### src/rtl/tow_pkg.sv
// Shared types and constants for the tug-of-war computer opponent.
package tow_pkg;

  // Computer player control states.
  typedef enum logic [1:0] {
    IDLE     = 2'd0,
    WAIT     = 2'd1,
    PRESS    = 2'd2,
    COOLDOWN = 2'd3
  } cp_state_t;

  // Feedback taps for x^10 + x^7 + 1. The new bit0 is q[9] ^ q[6].
  localparam int LFSR_TAP_HI = 9;
  localparam int LFSR_TAP_LO = 6;

endpackage

### src/rtl/lfsr_gen.sv
// Fibonacci LFSR that steps once per advance pulse.
// An all-zero state would never leave zero, so the next advance reloads SEED instead.
module lfsr_gen
  import tow_pkg::*;
#(
  parameter int                LFSR_W = 10,
  parameter logic [LFSR_W-1:0] SEED   = {{(LFSR_W-1){1'b0}}, 1'b1}
) (
  input  logic              clk,
  input  logic              reset,
  input  logic              advance,
  output logic [LFSR_W-1:0] q
);

  logic [LFSR_W-1:0] r_q;
  logic [LFSR_W-1:0] w_q_next;
  logic              w_feedback;

  // Next LFSR value: hold, shift with feedback, or recover from the zero lockup.
  always_comb begin
    w_q_next   = r_q;
    w_feedback = r_q[LFSR_TAP_HI] ^ r_q[LFSR_TAP_LO];
    if (advance) begin
      if (r_q == {LFSR_W{1'b0}}) begin
        w_q_next = SEED;
      end else begin
        w_q_next = {r_q[LFSR_W-2:0], w_feedback};
      end
    end else begin
      w_q_next = r_q;
    end
  end

  // Shift register state.
  always_ff @(posedge clk) begin
    if (reset) begin
      r_q <= SEED;
    end else begin
      r_q <= w_q_next;
    end
  end

  assign q = r_q;

endmodule

### src/rtl/computer_player.sv
// Automated tug-of-war opponent. It emits single-cycle press pulses at a rate
// set by the difficulty threshold, which is compared against a free-running LFSR
// on every decision tick.
module computer_player
  import tow_pkg::*;
#(
  parameter int                LFSR_W    = 10,
  parameter int                TICK_DIV  = 5000,
  parameter int                GAP_TICKS = 2,
  parameter logic [LFSR_W-1:0] SEED      = 10'h001
) (
  input  logic              clk,
  input  logic              reset,
  input  logic              enable,
  input  logic [LFSR_W-1:0] difficulty,
  output logic              press,
  output logic [LFSR_W-1:0] lfsr_q
);

  localparam int DIV_W = (TICK_DIV > 1) ? $clog2(TICK_DIV) : 1;
  localparam int GAP_W = $clog2(GAP_TICKS + 1);

  localparam logic [DIV_W-1:0] DIV_LAST = DIV_W'(TICK_DIV - 1);
  localparam logic [GAP_W-1:0] GAP_LOAD = GAP_W'(GAP_TICKS);
  localparam logic [GAP_W-1:0] GAP_ONE  = GAP_W'(1);

  logic [DIV_W-1:0]  r_div_cnt;
  logic [GAP_W-1:0]  r_gap_cnt;
  logic [GAP_W-1:0]  w_gap_next;
  cp_state_t         r_state;
  cp_state_t         w_state_next;
  logic              r_press;
  logic              w_tick;
  logic              w_hit;
  logic [LFSR_W-1:0] w_lfsr;

  assign w_tick = (r_div_cnt == DIV_LAST);
  // The LFSR value seen here is the one before this tick's shift.
  assign w_hit  = (difficulty > w_lfsr);

  // Decision-tick prescaler, free running whether or not a round is in play.
  always_ff @(posedge clk) begin
    if (reset) begin
      r_div_cnt <= {DIV_W{1'b0}};
    end else if (w_tick) begin
      r_div_cnt <= {DIV_W{1'b0}};
    end else begin
      r_div_cnt <= r_div_cnt + DIV_W'(1);
    end
  end

  lfsr_gen #(
    .LFSR_W (LFSR_W),
    .SEED   (SEED)
  ) u_lfsr (
    .clk     (clk),
    .reset   (reset),
    .advance (w_tick),
    .q       (w_lfsr)
  );

  // Next-state and cooldown counter logic; dropping enable always wins.
  always_comb begin
    w_state_next = r_state;
    w_gap_next   = r_gap_cnt;
    case (r_state)
      IDLE: begin
        if (enable) begin
          w_state_next = WAIT;
        end else begin
          w_state_next = IDLE;
        end
      end
      WAIT: begin
        if (!enable) begin
          w_state_next = IDLE;
        end else if (w_tick && w_hit) begin
          w_state_next = PRESS;
        end else begin
          w_state_next = WAIT;
        end
      end
      PRESS: begin
        w_gap_next = GAP_LOAD;
        if (!enable) begin
          w_state_next = IDLE;
        end else begin
          w_state_next = COOLDOWN;
        end
      end
      COOLDOWN: begin
        if (!enable) begin
          w_state_next = IDLE;
        end else if (w_tick) begin
          w_gap_next = r_gap_cnt - GAP_ONE;
          if (r_gap_cnt == GAP_ONE) begin
            w_state_next = WAIT;
          end else begin
            w_state_next = COOLDOWN;
          end
        end else begin
          w_state_next = COOLDOWN;
        end
      end
      default: begin
        w_state_next = IDLE;
        w_gap_next   = {GAP_W{1'b0}};
      end
    endcase
  end

  // State, cooldown counter and press output registers.
  // press is registered from the next state so it always equals (state == PRESS).
  always_ff @(posedge clk) begin
    if (reset) begin
      r_state   <= IDLE;
      r_gap_cnt <= {GAP_W{1'b0}};
      r_press   <= 1'b0;
    end else begin
      r_state   <= w_state_next;
      r_gap_cnt <= w_gap_next;
      r_press   <= (w_state_next == PRESS);
    end
  end

  assign press  = r_press;
  assign lfsr_q = w_lfsr;

endmodule

### config.mk
export PLATFORM = sky130hd
export DESIGN_NAME = computer_player
export DESIGN_NICKNAME = d
export VERILOG_FILES = /design/src/rtl/tow_pkg.sv /design/src/rtl/lfsr_gen.sv /design/src/rtl/computer_player.sv
export SDC_FILE = /design/constraint.sdc
export NUM_CORES = 1
export LEC_CHECK = 0
export CORE_UTILIZATION = 35
export CTS_BUF_LIST = sky130_fd_sc_hd__clkbuf_4 sky130_fd_sc_hd__clkbuf_8
export CTS_CLUSTER_DIAMETER = 30
export DETAILED_ROUTE_END_ITERATION = 8
export SYNTH_ARGS = -nofsm -noshare
export SYNTH_HDL_FRONTEND = slang
export SYNTH_SLANG_ARGS = --single-unit
### constraint.sdc
create_clock -name clk -period 1.7 [get_ports clk]
set_clock_uncertainty 0.05 [all_clocks]
set_input_delay 0.255 -clock clk [delete_from_list [all_inputs] [get_ports clk]]
set_output_delay 0.255 -clock clk [all_outputs]
set_load 0.1 [all_outputs]
# ---- Word level (Yosys, flattened, before mapping)
# Index checks and enable logic that the tools add are counted.
dict set report classes {
  n_eq_ne 8
  n_reduce_logical 6
  muxes 12
  magnitude_cmp 1
  div_mod_pow 0
  multipliers 0
  shifts 0
  n_bitwise 1
  n_addsub 2
}
# operator count
set ops {}
lappend ops {{2-to-1 mux 2 bit} 8}
lappend ops {{adder 13 x 1 -> 13 bit, second input constant} 1}
lappend ops {{equality test 13 bit, second input constant} 1}
lappend ops {{greater-than comparator 10 bit} 1}
lappend ops {{zero test 10 bit} 1}
lappend ops {{2-to-1 mux 10 bit} 1}
lappend ops {{one-hot mux 2 bit (4 select lines)} 1}
lappend ops {{equality test 2 bit, second input constant} 3}
lappend ops {{equality test 2 x 1 -> 1 bit, second input constant} 2}
lappend ops {{inequality test 2 bit, second input constant} 2}
lappend ops {{one-hot mux 2 bit (2 select lines)} 1}
lappend ops {{AND reduction 3 bit} 1}
lappend ops {{zero test 2 bit} 1}
lappend ops {{nonzero test 2 bit} 1}
lappend ops {{OR reduction 2 bit} 1}
lappend ops {{subtractor 2 x 1 -> 2 bit, second input constant} 1}
lappend ops {{logical AND 1 bit} 1}
lappend ops {{2-to-1 mux 1 bit} 1}
lappend ops {{XOR 1 bit} 1}
dict set report totals {
  reg_bits 28
  romBits 0
  latchBits 0
  n_memories 0
  mem_bits_rw 0
  in_bits 13
  output_inout_bits 11
}

# ---- Longest topological paths before layout
# Gate-level depths: netlist of run 1.
dict set report depth {
  word_depth 6
  ltp_mapped 7
}

# ---- Cells and area by module
# A second synthesis of run 1 with hierarchy kept.
dict set report hier_totals {
  cells_unflattened 162
  hier_area_um2 1477.7
}
# mod area_each_um2 seq_area_each_um2 cells_per_inst n_inst
set by_module_without_submodules {}
lappend by_module_without_submodules {computer_player 1088.5 360.3 124 1}
lappend by_module_without_submodules {lfsr_gen 389.1 200.2 38 1}

# ---- Least setup slack after synthesis of run 1
# OpenSTA, ideal clock, no wires.
dict set report synth_path {
  path_type {register to register}
  start {register u_lfsr.r_q[4] (netlist: u_lfsr.q[4])}
  end {register r_state[0]}
  stages_incl_launch_ff 8
  path_slack_ps -671
  arrival_time_ps 2206
  required_ps 1535
  setup_time_ps 115
  path_cell_list {dfxtp_1 inv_1 ha_1 and4_1 and4_1 nor4_1 o21ai_0 nor2b_1}
}
dict set report synth_between {
  elab_chain_cells 5
}
# element line
set synth_lines {}
lappend synth_lines {{from (decl)} lfsr_gen.sv:15} ;# logic [LFSR_W-1:0] r_q;
lappend synth_lines {{from (signal assigned)} lfsr_gen.sv:39} ;# r_q <= w_q_next;
lappend synth_lines {{greater-than comparator 10 bit} computer_player.sv:39} ;# assign w_hit = (difficulty > w_lfsr);
lappend synth_lines {{logical AND 1 bit} computer_player.sv:77} ;# end else if (w_tick && w_hit) begin
lappend synth_lines {{2-to-1 mux 2 bit} computer_player.sv:77}
lappend synth_lines {{2-to-1 mux 2 bit} computer_player.sv:75} ;# if (!enable) begin
lappend synth_lines {{one-hot mux 2 bit (4 select lines)} computer_player.sv:66} ;# case (r_state)
lappend synth_lines {{to (signal assigned)} computer_player.sv:120} ;# r_state <= w_state_next;
lappend synth_lines {{to (decl)} computer_player.sv:30} ;# cp_state_t r_state;
# No other way between the ends.
# A chain may end at the register's enable or synchronous reset.

# ---- Worst setup path in the final report of run 1
dict set report layout_path {
  start {input difficulty[8]}
  end {register r_state[0]}
}
dict set report layout_between {
  elab_chain_cells 5
}
# element line
set layout_lines {}
lappend layout_lines {{from (decl)} computer_player.sv:15} ;# input logic [LFSR_W-1:0] difficulty,
lappend layout_lines {{greater-than comparator 10 bit} computer_player.sv:39}
lappend layout_lines {{logical AND 1 bit} computer_player.sv:77}
lappend layout_lines {{2-to-1 mux 2 bit} computer_player.sv:77}
lappend layout_lines {{2-to-1 mux 2 bit} computer_player.sv:75}
lappend layout_lines {{one-hot mux 2 bit (4 select lines)} computer_player.sv:66}
# No other way between the ends.

==> results of run 1 <==
==> cells by family after synthesis <==
family                   synth area share, %
buffers and inverters                   5.13
AND/OR/NAND/NOR                         25.3
adder cells (fa/ha/maj)                 10.8
multiplexers                           0.720
XOR/XNOR                                6.93
AO/OA/AOI/OAI                           10.8
flip-flops                              40.3
==> worst paths after layout <==
kind	from	end	slack, ns	cells past startpoint
worst max-delay path	difficulty[8]	r_state[0]	0.07	7
worst min-delay path	r_div_cnt[0]	r_div_cnt[0]	0.40	1
worst max register to register	u_lfsr.q[1]	r_state[0]	0.08	7
worst min register to register	r_div_cnt[0]	r_div_cnt[0]	0.40	1
==> repair_timing <==
| action | CTS | global route |
|---|---|---|
| resized for setup | 10 | 8 |
| pin swaps | 6 | 3 |
| endpoints found under the setup margin | 1 | 6 |
| setup buffers | 6 | 0 |
==> layout make-up <==
cell class | instances | area (sq um)
fillers | 344 | 1620
multi-input cells | 115 | 887
flip-flops and latches | 28 | 598
repair buffers | 39 | 464
well taps | 48 | 60.1
inverters | 15 | 58.8
clock buffers | 4 | 55.1
==> placed cells by master (no fill, tap or decap), types with 7 or more instances in the layout <==
cell type      instances
a21oi_1               11
buf_12                12
buf_4                 15
dfxtp_1               18
dfxtp_4               10
dlygate4sd2_1          7
ha_4                   7
inv_1                  8
nand3_1                7
nor2_1                34
==> worst max-delay path, cell delays in order <==
cell and delay, ns:
clkdlybuf4s50_1 0.50, ha_4 0.21, and4_1 0.16, and4_1 0.20, nor4_2 0.14, o21ai_1 0.13, nor2b_1 0.15
==> stage by stage <==
stage	setup slack, ns	instance area [sq um]	power, mW
final	0.0744	2120	1.16
after global routing	-0.0108	2120	1.23
after CTS	-0.00546	2070	1.18
after detailed placement	-0.314	1960	0.774
after global placement	-0.258	1960	0.770
after floorplan	-0.0572	1490	0.713
==> power by group <==
part | switching (mW) | internal (mW) | total [mW]
registers | 0.00472 | 0.647 | 0.651
clock network | 0.197 | 0.207 | 0.404
logic | 0.0453 | 0.0594 | 0.105
==> registers in the layout, indices dropped and copies added (netlist names) <==
| signal | count |
|---|---|
| r_div_cnt | 13 |
| u_lfsr.q | 10 |
| r_gap_cnt | 2 |
| r_state | 2 |
| press | 1 |
==> per-layer routing <==
layer / vias to the layer above / wire length (um)
met3: 2 / 100
met1: 562 / 1490
met5: - / 0
li1: 637 / -
met2: 16 / 1500
met4: 0 / 23
==> impl_metrics.csv, run 1 <==
group,metric,value,unit
synth,synth.largest_area_cell,"dfxtp_1",
timing,tightest_slew,0.262,ns
clock_network,cts_root_buffer,"clkbuf_8",
grt,overflow,0,
grt,use_met1,21.3,%
synth,synth_seq_area_share,40.3,%
run_status,status,"finished clean",
timing,fin_crit_sh,95.6,%
clock_network,htree_levels,1,
clock_network,clock_sinks,28,
timing,period_needed,1.63,ns
finish,drive_gt1_share,31.3,%
timing,slew_viol_final,0,
finish,areaGrowthSynthToFinish,52.7,%
synth,syn_area_per_cell,8.58,sq um
finish,final_nets,227,
critical_path,critPathKind,"in -> reg",
synth,synth_warnings,0,
routing,firstDrtPassIters,5,
flow_run,drv_cap,0,
power,power_density,546,mW/mm^2
grt,grt_pass1_wl,5580,um
synth,synth_seq_cells,28,
placement,post-dp-hpwl,2360,um
timing,hold_violations,0,
power,power_leakage,0.802,nW
routing,ant_nets,0,
timing,max_freq,615,MHz
synth,synth_area_leaders,"dfxtp_1, ha_1, nor2_1, inv_1, a21oi_1",
synth,ys.flop_type,"dfxtp_1",
critical_path,startpoint_type,"primary input",
placement,numPortBuffers,23,
placement,routabilityCongestion,0.778,
grt,busiest_layer,"met2",
floorplan,dieWidth,65.0,um
floorplan,ios,24,
placement,dp.cells,239,
clock_network,cts_buffers,3,
grt,antenna_found_initial,0,
routing,routed-via-count,1217,
floorplan,coreArea,0.00374,sq mm
floorplan,initial_core_util,37.1,%
floorplan,die_y,65.0,um
synth,synth.net_count,187,
clock_network,clockBufferDepth,2,
synth,synth-async-reset-ratio,0,%
synth,syn_inst,162,
hold_path,hp-class,"reg -> reg",
clock_network,clock_latency,0.27,ns
critical_path,arrival,1.75,ns
routing,route.detailed.drc,0,
synth,synth_top_area_share,40.3,%
timing,setup_tns,0,ns
synth,syn_area,0.00139,sq mm
finish,stdcell_count,249,
synth,yosys-top-cells-count,"nor2_1, dfxtp_1, inv_1",
clock_network,cts_tree,"built",
routing,viasPerCell,4.89,
power,peakVddDrop,0.414,mV
timing,setup_viol,0,
grt,grt_max_degree,21,
synth,synth_edf_count,0,
finish,num_antenna_cells,0,
timing,slew_headroom,82.3,%
grt,gr-usage-met3,4.75,%
floorplan,dieArea,0.00423,sq mm
routing,first_iter_violations,26,
routing,totalWireLength,3110,um
routing,wl_per_cell,12.5,um
timing,hold_slack,0.396,ns
grt,grt_use_total,16.9,%
grt,use_met2,28.4,%
synth,yosysUniqueCellTypes,31,
critical_path,cp-end-kind,"flip-flop",
clock_network,clkTransAtPathRegs,0.10,ns
grt,grt_pass1_vias,1261,
floorplan,row_count,22,
critical_path,crit_fanout,3,
finish,utilization,56.7,%
clock_network,ctsHoldBuffers,0,
synth,synth.most_common_cell,"nor2_1",
critical_path,worstPathRequired,1.83,ns
(Power assumes the default switching activity.)
==> run 2, diff against run 1 <==
HOLD_SLACK_MARGIN = 0.15   (was unset)
==> results of run 2 <==
The final DEF is identical to that of run 1; final timing and power are the same.
==> run 3, diff against run 2 <==
ABC_AREA = 1   (was unset)
==> run 3 against run 2 <==
Compared with the run above: register-to-register slack improved by 0.07 ns; final cell count increased by 16%; fmax rose by 5.1%; global-route usage is 1.7 points lower; clock power is 29% higher; non-clock buffer count shrank 11; synthesized area rose by 11%; sequential power up 0.6%; flip-flop and latch count is the same.
==> impl_metrics.csv, run 3 <==
group,metric,value,unit
synth,yosysUniqueCellTypes,28,
power,power_leakage,0.872,nW
timing,setup_viol,0,
synth,synth_edf_count,0,
timing,max_freq,646,MHz
routing,wl_per_cell,10.5,um
routing,first_iter_violations,31,
grt,grt_max_degree,17,
timing,rsz0062_at_grt,"no",
placement,numPortBuffers,23,
clock_network,cts_buffers,3,
synth,synth_seq_cells,28,
synth,synth_seq_area_share,36.5,%
critical_path,cp-end-kind,"flip-flop",
clock_network,cts_root_buffer,"clkbuf_8",
routing,viasPerCell,4.68,
synth,synth-async-reset-ratio,0,%
routing,ant_nets,0,
timing,tightest_slew,0.319,ns
power,power_density,610,mW/mm^2
grt,grt_pass1_vias,1308,
clock_network,clock_latency,0.28,ns
timing,period_needed,1.55,ns
floorplan,coreArea,0.00412,sq mm
hold_path,hp-class,"reg -> reg",
finish,multi_input_area,831,sq um
critical_path,worstPathRequired,1.83,ns
routing,routed-via-count,1348,
routing,firstDrtPassIters,4,
synth,syn_area,0.00154,sq mm
critical_path,r2r_cells,9,
finish,areaGrowthSynthToFinish,36.2,%
clock_network,ctsHoldBuffers,0,
critical_path,slowest_stage,"dfxtp_4",
grt,overflow,0,
critical_path,critPathKind,"reg -> reg",
critical_path,cp_common_cell,"nand2_1",
critical_path,crit_chain,"inv_1 -> ha_1 -> a21o_1 -> nor2_1 -> nand3_1 -> nand2_1 -> nand2_1 -> nand2_1 -> inv_1",
clock_network,cts_setup_buffers,0,
placement,post-dp-hpwl,2460,um
finish,drive_gt1_share,21.8,%
power,peakVddDrop,0.522,mV
placement,routabilityCongestion,0.824,
critical_path,startpoint_type,"flip-flop",
synth,yosys-top-cells-count,"inv_1, nand2_1, dfxtp_1, nor2_1, ha_1",
finish,regArea,596,sq um
critical_path,critPathMaxStageDelay,0.38,ns
floorplan,ios,24,
grt,antenna_found_initial,0,
critical_path,r2r-start,"u_lfsr.q[9]",
timing,setup_tns,0,ns
floorplan,dieWidth,68.3,um
finish,largest_register,"r_div_cnt",
finish,largest_reg_flops,13,
clock_network,cts_tree,"built",
timing,slew_headroom,78.6,%
finish,layout_common_cells,"inv_1, nand2_1, nor2_1, dfxtp_1",
finish,final_nets,264,
clock_network,htree_levels,1,
synth,synth.net_count,233,
timing,slew_viol_final,0,
critical_path,cpLargestDelayFamily,"simple AND/OR/NAND/NOR gates",
synth,syn_area_per_cell,7.39,sq um
run_status,status,"finished clean",
synth,ys.flop_type,"dfxtp_1",
synth,synth_area_leaders,"dfxtp_1, ha_1, inv_1, nand2_1, nor2_1",
clock_network,clockBufferDepth,2,
synth,synth_warnings,0,
clock_network,clkTransAtPathRegs,0.09,ns
grt,grt_use_total,15.3,%
flow_run,drv_cap,0,
floorplan,initial_core_util,37.4,%
routing,totalWireLength,3010,um
critical_path,crit_buf_inv,2,
synth,synth_top_area_share,36.5,%
timing,fin_crit_sh,91.0,%
floorplan,dieArea,0.00466,sq mm
routing,route.detailed.drc,0,
finish,fillers,391,
floorplan,die_y,68.3,um
critical_path,cp_num_cells,9,
clock_network,clock_sinks,28,
clock_network,cts_resized,0,
floorplan,row_count,23,
finish,stdcell_count,288,
synth,synth.largest_area_cell,"dfxtp_1",
finish,num_antenna_cells,0,
placement,dp.cells,284,
hold_path,hold-path-cell-count,1,
hold_path,min-delay-start,"r_div_cnt[0]",
synth,syn_inst,208,
critical_path,arrival,1.68,ns
timing,hold_violations,0,
critical_path,crit_start,"u_lfsr.q[9]",
critical_path,crit_fanout,4,
grt,grt_pass1_wl,5350,um
==> run 3: cell types whose count changed in the layout (fill, tap and decap cells not counted), moves of 6 or more <==
cell,change
nand2_1,+34
inv_1,+28
buf_4,-11
nor2_1,-8
o22ai_1,+8
clkdlybuf4s50_1,+7
dlygate4sd2_1,-7
ha_4,-6
xnor2_1,-6
==> run 3: layout make-up <==
| class | instances | share of cell area (%) |
|---|---|---|
| multi-input combinational | 140 | 39.7 |
| sequential | 28 | 28.4 |
| inverter | 38 | 6.87 |
| timing repair buffer | 28 | 18.6 |
| tap | 50 | 2.99 |
| clock inverter | 1 | 1.43 |
| clock buffer | 3 | 1.97 |
==> run 3: logic make-up (layout without fill, tap and decap cells) <==
family / count (synthesis) / count (layout) / share of synthesized area [%]
flip-flops: 28 / 28 / 36.5
buffers and inverters: 40 / 70 / 10.8
XOR/XNOR: 3 / 3 / 1.71
AO/OA/AOI/OAI: 28 / 28 / 10.7
adder cells (fa/ha/maj): 12 / 12 / 9.76
AND/OR/NAND/NOR: 97 / 97 / 30.5
==> run 3: path summary, 6_finish.rpt <==
kind | end | slack, ns
worst min-delay path | r_div_cnt[0] | 0.42
worst min register to register | r_div_cnt[0] | 0.42
worst max register to register | r_state[1] | 0.15
worst max-delay path | r_state[1] | 0.15
==> run 3: metrics by stage <==
| stage | total power, mW | setup WS (ns) | hold WS, ns | utilization, % | instance area, sq um |
|---|---|---|---|---|---|
| 5_1_grt | 1.35 | 0.00904 | 0.456 | 50.9 | 2090 |
| 3_3_place_gp | 0.769 | -0.104 | 0.380 | 48.7 | 2000 |
| 3_5_place_dp | 0.770 | -0.153 | 0.391 | 48.7 | 2000 |
| 4_1_cts | 1.30 | 0.0864 | 0.412 | 50.4 | 2070 |
| 6_report | 1.28 | 0.153 | 0.415 | 50.9 | 2090 |
| 2_1_floorplan | 0.724 | -0.00561 | 0.277 | - | 1570 |
==> run 3: power breakdown <==
group | switching [mW] | total (mW) | internal (mW)
combinational | 0.0465 | 0.102 | 0.0560
sequential | 0.00665 | 0.655 | 0.648
clock | 0.205 | 0.520 | 0.315
total | 0.258 | 1.28 | 1.02
==> run 3: per-layer routing <==
metal | vias up | global-route usage, % | routed length, um
met5 | - | 0 | 0
met4 | 0 | 4.17 | 34
met3 | 4 | 4.33 | 148
met2 | 28 | 26.7 | 1330
met1 | 585 | 18.0 | 1500
li1 | 731 | - | -
